===== src/rtl/pipe_pkg.sv =====
// Shared encodings for the 10-bit core pipeline sequencing controller.
package pipe_pkg;

  typedef enum logic [1:0] {
    FOP_PASS   = 2'b00,
    FOP_JFLUSH = 2'b01,
    FOP_NOP    = 2'b10,
    FOP_HALT   = 2'b11
  } fop_e;

  typedef enum logic [1:0] {
    PCS_INC = 2'b00,
    PCS_JMP = 2'b01,
    PCS_BR  = 2'b10
  } pcsel_e;

  localparam logic [9:0] NOP_INSTR  = 10'b0100000000;
  localparam logic [9:0] HALT_INSTR = 10'b1111000000;

  typedef enum logic [1:0] {
    ST_RUN      = 2'd0,
    ST_LD_STALL = 2'd1,
    ST_MEM_WAIT = 2'd2,
    ST_HALT     = 2'd3
  } state_e;

endpackage


===== src/rtl/pipe_hazard_ctrl_hazard_detect.sv =====
// Load-use hazard compare between decode sources and the execute-stage load target.
module hazard_detect #(
  parameter int R0_ZERO = 1
) (
  input  logic [2:0] dec_rs1,
  input  logic [2:0] dec_rs2,
  input  logic       dec_use1,
  input  logic       dec_use2,
  input  logic [2:0] ex_rd,
  input  logic       ex_is_load,
  output logic       hazard
);

  logic raw_hit;
  logic r0_mask;

  assign raw_hit = ex_is_load & ((dec_use1 & (dec_rs1 == ex_rd)) |
                                 (dec_use2 & (dec_rs2 == ex_rd)));
  // r0 is hardwired, so a load into it can never feed a consumer
  assign r0_mask = (R0_ZERO != 0) && (ex_rd == 3'd0);
  assign hazard  = raw_hit & ~r0_mask;

endmodule


===== src/rtl/pipe_hazard_ctrl.sv =====
// Pipeline sequencing controller: stalls, flushes, memory waits and HALT.
// Optional performance counters are built when HAZARD_PERF_EN is defined.
//
// state       | meaning
// ST_RUN      | normal issue, priority-resolves comp/mem/hazard/jump/halt
// ST_LD_STALL | extra load-use stall cycles, counted down by cnt_q
// ST_MEM_WAIT | data memory busy, comp_taken held pending until exit
// ST_HALT     | core halted until resume
module pipe_hazard_ctrl
  import pipe_pkg::*;
#(
  parameter int LOAD_LAT = 1,
  parameter int R0_ZERO  = 1,
  parameter int CNT_W    = 16
) (
  input  logic             clk,
  input  logic             rst,
  input  logic [2:0]       dec_rs1,
  input  logic [2:0]       dec_rs2,
  input  logic             dec_use1,
  input  logic             dec_use2,
  input  logic [2:0]       ex_rd,
  input  logic             ex_is_load,
  input  logic             jmp_control,
  input  logic             comp_taken,
  input  logic             halt_dec,
  input  logic             mem_busy,
  input  logic             resume,
  output logic [1:0]       fetch_op,
  output logic             pc_en,
  output logic [1:0]       pc_sel,
  output logic             dx_bubble,
  output logic             halted,
  output logic [CNT_W-1:0] stall_cnt,
  output logic [CNT_W-1:0] flush_cnt
);

  localparam logic [1:0] LAT_INIT = 2'(LOAD_LAT - 1);

  state_e     state_q, state_d;
  logic [1:0] cnt_q, cnt_d;
  logic       pend_q, pend_d;
  logic       hazard;
  logic       run_rules;
  logic       comp_eff;
  fop_e       fop_c;
  pcsel_e     sel_c;
  logic       pc_en_c;
  logic       bub_c;
  logic       halted_c;

  hazard_detect #(.R0_ZERO(R0_ZERO)) u_hazard_detect (
    .dec_rs1    (dec_rs1),
    .dec_rs2    (dec_rs2),
    .dec_use1   (dec_use1),
    .dec_use2   (dec_use2),
    .ex_rd      (ex_rd),
    .ex_is_load (ex_is_load),
    .hazard     (hazard)
  );

  always_comb begin
    state_d   = state_q;
    cnt_d     = cnt_q;
    pend_d    = pend_q;
    fop_c     = FOP_PASS;
    sel_c     = PCS_INC;
    pc_en_c   = 1'b0;
    bub_c     = 1'b0;
    halted_c  = 1'b0;
    run_rules = 1'b0;
    comp_eff  = comp_taken;

    case (state_q)
      ST_RUN: run_rules = 1'b1;
      ST_LD_STALL: begin
        if (comp_taken) begin
          fop_c   = FOP_NOP;
          sel_c   = PCS_BR;
          pc_en_c = 1'b1;
          bub_c   = 1'b1;
          state_d = ST_RUN;
          cnt_d   = 2'd0;
        end else begin
          bub_c = 1'b1;
          if (cnt_q <= 2'd1) begin
            state_d = ST_RUN;
            cnt_d   = 2'd0;
          end else begin
            cnt_d = cnt_q - 2'd1;
          end
        end
      end
      ST_MEM_WAIT: begin
        if (mem_busy) begin
          pend_d = pend_q | comp_taken;
        end else begin
          // exit cycle behaves as RUN with any branch seen while busy
          run_rules = 1'b1;
          comp_eff  = comp_taken | pend_q;
          pend_d    = 1'b0;
        end
      end
      ST_HALT: begin
        fop_c    = FOP_HALT;
        bub_c    = 1'b1;
        halted_c = 1'b1;
        if (resume) state_d = ST_RUN;
      end
      default: state_d = ST_RUN;
    endcase

    if (run_rules) begin
      state_d = ST_RUN;
      if (comp_eff) begin
        fop_c   = FOP_NOP;
        sel_c   = PCS_BR;
        pc_en_c = 1'b1;
        bub_c   = 1'b1;
        cnt_d   = 2'd0;
      end else if (mem_busy) begin
        state_d = ST_MEM_WAIT;
      end else if (hazard) begin
        bub_c = 1'b1;
        cnt_d = LAT_INIT;
        if (LOAD_LAT > 1) state_d = ST_LD_STALL;
      end else if (jmp_control) begin
        fop_c   = FOP_JFLUSH;
        sel_c   = PCS_JMP;
        pc_en_c = 1'b1;
      end else if (halt_dec) begin
        fop_c   = FOP_HALT;
        bub_c   = 1'b1;
        state_d = ST_HALT;
      end else begin
        pc_en_c = 1'b1;
      end
    end
  end

  always_ff @(posedge clk or negedge rst) begin
    if (!rst) begin
      state_q <= ST_RUN;
      cnt_q   <= 2'd0;
      pend_q  <= 1'b0;
    end else begin
      state_q <= state_d;
      cnt_q   <= cnt_d;
      pend_q  <= pend_d;
    end
  end

  // reset overrides the combinational outputs with a bubble-and-hold pattern
  assign fetch_op  = rst ? fop_c    : FOP_NOP;
  assign pc_sel    = rst ? sel_c    : PCS_INC;
  assign pc_en     = rst & pc_en_c;
  assign dx_bubble = rst ? bub_c    : 1'b1;
  assign halted    = rst & halted_c;

`ifdef HAZARD_PERF_EN
  logic [CNT_W-1:0] stall_q;
  logic [CNT_W-1:0] flush_q;
  logic             stall_ev;
  logic             flush_ev;

  assign stall_ev = ~pc_en_c && (state_q != ST_HALT);
  assign flush_ev = (sel_c == PCS_BR) || (fop_c == FOP_JFLUSH);

  always_ff @(posedge clk or negedge rst) begin
    if (!rst) begin
      stall_q <= '0;
      flush_q <= '0;
    end else begin
      if (stall_ev && !(&stall_q)) stall_q <= stall_q + 1'b1;
      if (flush_ev && !(&flush_q)) flush_q <= flush_q + 1'b1;
    end
  end

  assign stall_cnt = stall_q;
  assign flush_cnt = flush_q;
`else
  assign stall_cnt = '0;
  assign flush_cnt = '0;
`endif

endmodule

===== config.mk =====
export PLATFORM = sky130hd
export DESIGN_NAME = pipe_hazard_ctrl
export DESIGN_NICKNAME = d
export VERILOG_FILES = /design/src/rtl/pipe_pkg.sv /design/src/rtl/pipe_hazard_ctrl_hazard_detect.sv /design/src/rtl/pipe_hazard_ctrl.sv
export SDC_FILE = /design/constraint.sdc
export NUM_CORES = 1
export LEC_CHECK = 0
export ABC_AREA = 0
export BUFFER_PORTS_ARGS = -buffer_cell sky130_fd_sc_hd__buf_4
export CORE_MARGIN = 4
export CORE_UTILIZATION = 23
export CTS_CLUSTER_DIAMETER = 80
export DETAILED_ROUTE_END_ITERATION = 16
export SETUP_SLACK_MARGIN = 0.02
export SLEW_MARGIN = 20
export SYNTH_ARGS = -nofsm -noshare
export SYNTH_HDL_FRONTEND = slang
export SYNTH_SLANG_ARGS = --single-unit

===== constraint.sdc =====
create_clock -name clk -period 2.5 [get_ports clk]
set_clock_uncertainty 0.05 [all_clocks]
set_input_delay 0.125 -clock clk [delete_from_list [all_inputs] [get_ports clk]]
set_output_delay 0.125 -clock clk [all_outputs]
set_load 0.01 [all_outputs]

## Word-level counts from Yosys, hierarchy flattened

Cells that the tools add are included.

- Register bits: 5
- Bits in latches: 0
- Memory bits (writable): 0
- Memory bits (read-only): 0
- Input port bits: 19
- Output and inout bits: 39
- Logic and storage cells: 81
- Memories: 0

- Add/subtract/negate cells: 1
- Multiply operators: 0
- Div/mod/pow operators: 0
- Magnitude comparators: 1
- Equal/unequal tests: 7
- Shifts and indexed selects: 0
- Muxes and demuxes: 55
- Bitwise gates (word level): 9
- Reduce and logical (&&, ||, !) cells: 5

Operator list:

| operator | number |
|---|---|
| 2-bit 2-to-1 mux | 31 |
| 1-bit 2-to-1 mux | 21 |
| 2-bit one-hot mux with 2 select lines | 2 |
| 1-bit bitwise AND | 6 |
| 3-bit equality test | 2 |
| 2-bit equality test (second input constant) | 2 |
| 4-bit != test (second input constant) | 1 |
| 3-bit logical NOT | 1 |
| 3-bit != test (second input constant) | 1 |
| 3-bit AND reduction | 1 |
| 3-bit nonzero test | 1 |
| 2-bit by 1-bit equality test with 1-bit output (second input constant) | 1 |
| 2-bit by 1-bit less-or-equal comparator with 1-bit output (second input constant) | 1 |
| 2-bit logical NOT | 1 |
| 1-bit OR | 2 |
| 1-bit one-hot mux with 2 select lines | 1 |
| 2-bit OR reduction | 1 |
| 2-bit by 1-bit subtractor with 2-bit output (second input constant) | 1 |
| 1-bit inverter | 1 |

## Depth between registers and ports, before layout

- Word-level depth: 10
- Mapped depth: 5
- Depth with buffers taken out: 4

## Modules after synthesis

Synthesis repeated with hierarchy kept, for this count alone.

- Cell total of the unflattened synthesis: 98
- Area total of the unflattened synthesis: 777.0 sq um

Modules (own cells, without submodules):

| module | times used | cells an instance | area an instance (sq um) | sequential area each (sq um) |
|---|---|---|---|---|
| pipe_hazard_ctrl | 1 | 88 | 699.4 | 125.1 |
| hazard_detect | 1 | 10 | 77.6 | 0.0 |

## Worst setup path before layout

No wires, ideal clock.

- Path kind: register to output
- Start: reg state_q[1]
- End: out dx_bubble
- Data arrival time: 1.312 ns
- Required time: 2.325 ns
- Setup slack: 1.013 ns
- Stages on the path, launching flop included: 6
- Buffers on the path: 1
- Cells stage by stage: dfrtp_1 > buf_6 > a21oi_4 > o21ai_2 > or3_1 > o32a_1

- Longest elaborated chain between the ends: 10
- Elaborated cells between the ends (all ways): 15
- Those cells by class: 3 x eq/ne; 10 x mux; 2 x reduce/logical

RTL lines:

| item | RTL line | text |
|---|---|---|
| from (decl) | pipe_hazard_ctrl.sv:40 | `state_e state_q, state_d;` |
| from (signal assigned) | pipe_hazard_ctrl.sv:147 | `state_q <= state_d;` |
| 2-bit equality test or 2-bit by 1-bit equality test with 1-bit output (tied branches) | pipe_hazard_ctrl.sv:74 | `case (state_q)` |
| 2-bit OR reduction (no source line) | n/a |  |
| 1-bit 2-to-1 mux | n/a |  |
| 1-bit 2-to-1 mux | pipe_hazard_ctrl.sv:131 | `end else if (halt_dec) begin` |
| 1-bit 2-to-1 mux | pipe_hazard_ctrl.sv:127 | `end else if (jmp_control) begin` |
| 1-bit 2-to-1 mux | pipe_hazard_ctrl.sv:123 | `end else if (hazard) begin` |
| 1-bit 2-to-1 mux | pipe_hazard_ctrl.sv:121 | `end else if (mem_busy) begin` |
| 1-bit 2-to-1 mux | pipe_hazard_ctrl.sv:115 | `if (comp_eff) begin` |
| 1-bit 2-to-1 mux (*) | pipe_hazard_ctrl.sv:113 | `if (run_rules) begin` |
| 1-bit 2-to-1 mux (*) | pipe_hazard_ctrl.sv:157 | `assign dx_bubble = rst ? bub_c : 1'b1;` |
| to (decl) | pipe_hazard_ctrl.sv:32 | `output logic dx_bubble,` |

Every way passes the cells marked *; elsewhere a longest branch is shown, timed or not.

## Worst setup path after layout

Ends and elaborated chain as after synthesis.

==> run summary <==
status: finished, final reports clean
critical path's top delay family: compound AO/OA/AOI/OAI gates
Layout area overhead: 18.7%
FMAX: 0.514 GHz
Async S/R FF share, synth: 1.00
Slowest cell on crit path: dfrtp_1
share of layout cells above drive strength 1: 0.258
startpoint types: flip-flop
area of the die: 0.00423 mm²
pwr/cell area: 388 mW/mm²
Clock Path Buffers: 2
Reg2Reg Depth: 2
gr busiest metal: met2
boundary pin count: 58
number of global-route vias before repair: 596
Post-Syn Area: 748 µm²
post-route ant nets: 0
max_cap viols: 0
DR pass1 iterations: 4
hold wc startpoint: mem_busy
Slew @ Worst Pin: 577 ps
post-synthesis compound-gate area fraction: 0.221
M2 GR Usage: 0.126
leakage power: 0.415 nW
CP Data Required Time: 2330 ps
antenna violations before repair: 0
Psw: 0.129 mW
largest net degree at the start of global routing: 13
worst hold path type: in -> reg
crit path kind: reg -> out
CTS clk-pin slew, worst paths: 40 ps
initial core utilization: 0.243
first-pass GRT wire length: 2550 µm
post-synth cell types: 31
Gate Count Post-Synth: 97
most instantiated cells after synthesis: 32 x buf_4, 7 x nor2_1, 6 x xnor2_1
synth top area cells: buf_4 32%, dfrtp_1 17%, xnor2_1 7.0%
Reg2Reg Setup Slack: 1260 ps
minimum clock period: 1950 ps
setup TNS: 0 ps
Post-Synth Simple-Gate Area: 0.177
Pins Over Slew Limit: 0
sw frac: 0.373
top-count cell post-synth: buf_4
clock share of power: 0.267
Reg2Reg Launch Point: state_q[0]
RR Endpoint: cnt_q[1]
GP Congestion: 0.808
GR Layer Usage met3: 0.0381
Crit. End Element: primary output
DRC viols: 0
die width: 65.0 µm
Comb pwr share: 0.424
post-synthesis mux area share: 0.0134
Warnings, synthesis: 0
core area: 0.00308 mm²
global route total overflow: 0
Flop pwr share: 0.309
WP buf/inv: 1
Min-Delay Endpoint: state_q[0]
Seq/Total Area, Yosys: 0.167
final hold viol count: 0
vias: 673
fin nets: 144
WP data arrival: 1770 ps
CP cell instances: a21oi_4 -> o21ai_2 -> or3_1 -> o32a_1 -> buf_4
PostCTS Resize Cnt: 0
top-area cell type share of the netlist area: 0.321
Max-slew headroom: 0.615
Post-CTS Setup Inserts: 0
CTS tree: built
Finish-stage setup viols: 0
met1 GRT Util: 0.0875
Rows: 20
cell-internal power: 0.216 mW
largest area contributor in the netlist: buf_4
Root Driver: clkbuf_4
Die Ht: 65.0 µm
post-synthesis xor/xnor area fraction: 0.0702
CTS Sinks: 5
WHS Path Cells: 2
register bit total from synthesis: 5
largest family of logic cells by synthesized area: buffers and inverters
Final HPWL DP: 1450 µm
CP Launch Point: state_q[1]
Avg Inst Size Synth: 7.71 µm²
maximum vdd drop: 0.000196 V
number of antenna diodes: 0
Worst-Skew Late Latency: 240 ps
CTS Buf Count: 3
crit path max fanout: 10
Post-Synth Adder-Cell Area: 0
Hold Buf Count CTS: 1
unrepaired setup endpoints after global routing: false
EDFF count, synth: 0
GR Util All Layers: 0.0770
vias per cell: 4.01
Final period util: 0.778
I/O Buffers: 25
CP max stage delay: 490 ps
prevailing post-synth register cell: dfrtp_1
DR iter-0 viols: 8
DRT Wirelength: 1690 µm
Pwr Total: 0.345 mW
H-tree Lvls: 1
WL/cell: 10.0 µm
==> layout by cell type, fill, tap and decap left out, drive strengths merged, types with 2 or more instances in the layout <==
master	netlist	routed
o31ai	2	2
nor3	3	3
o21ai	6	6
nand4	3	3
clkbuf	1	4
buf	33	25
dfrtp	5	5
a21oi	5	5
xnor2	6	6
nor2b	3	3
nand2b	2	2
nand2	5	5
nand3	2	2
nor2	7	7
conb	1	32
==> worst max-delay path by stage <==
stage               slack (ps)   endpoint  cells after the start
floorplan                 1010  dx_bubble                      5
global placement           850  dx_bubble                      5
detailed placement         830  dx_bubble                      5
CTS                        560  dx_bubble                      5
global route               450  dx_bubble                      5
finish                     550  dx_bubble                      5
==> routing by layer <==
metal,share of wire,routed length (µm)
met5,0,0
met4,0,0
met1,0.40,671
met2,0.47,792
met3,0.13,225
==> worst reg2reg max path: stages (launching register included) <==
cell and delay, ps:
dfrtp_1 500, a2111oi_2 430, nor3_1 120
==> through the flow <==
step	hold WS (ps)	cells	utilization	area, µm²	setup WS, ps
4_1_cts	85.6	168	0.289	888	562
3_3_place_gp	-93.0	163	0.277	852	854
2_1_floorplan	-221	128	-	865	1010
6_report	94.9	168	0.289	888	554
3_5_place_dp	-93.6	163	0.277	852	828
5_1_grt	85.4	168	0.289	888	450
==> cells by family after synthesis <==
kind of cell / count (synthesis)
other cells: 1
mux: 1
compound gates: 22
buf+inv: 35
xor+xnor: 6
simple gates: 27
flops: 5
==> power groups by stage <==
stage	clock (mW)	sequential (mW)	combinational (mW)
3_5_place_dp	0	0.107	0.144
6_report	0.0921	0.107	0.146
2_1_floorplan	0	0.0980	0.138
4_1_cts	0.0967	0.106	0.146
3_3_place_gp	0	0.106	0.143
5_1_grt	0.103	0.109	0.161
==> sequential cells by signal, summed over array words and instances (netlist names) <==
register	count
pend_q	1
state_q	2
cnt_q	2
==> layout make-up <==
| class | count | area (µm²) |
|---|---|---|
| multi-input cells | 88 | 480 |
| flip-flops and latches | 5 | 125 |
| fillers | 339 | 2190 |
| clock buffers | 4 | 26.3 |
| well taps | 44 | 55.1 |
| inverters | 1 | 3.75 |
| repair buffers | 26 | 198 |
(Power assumes the default switching activity.)
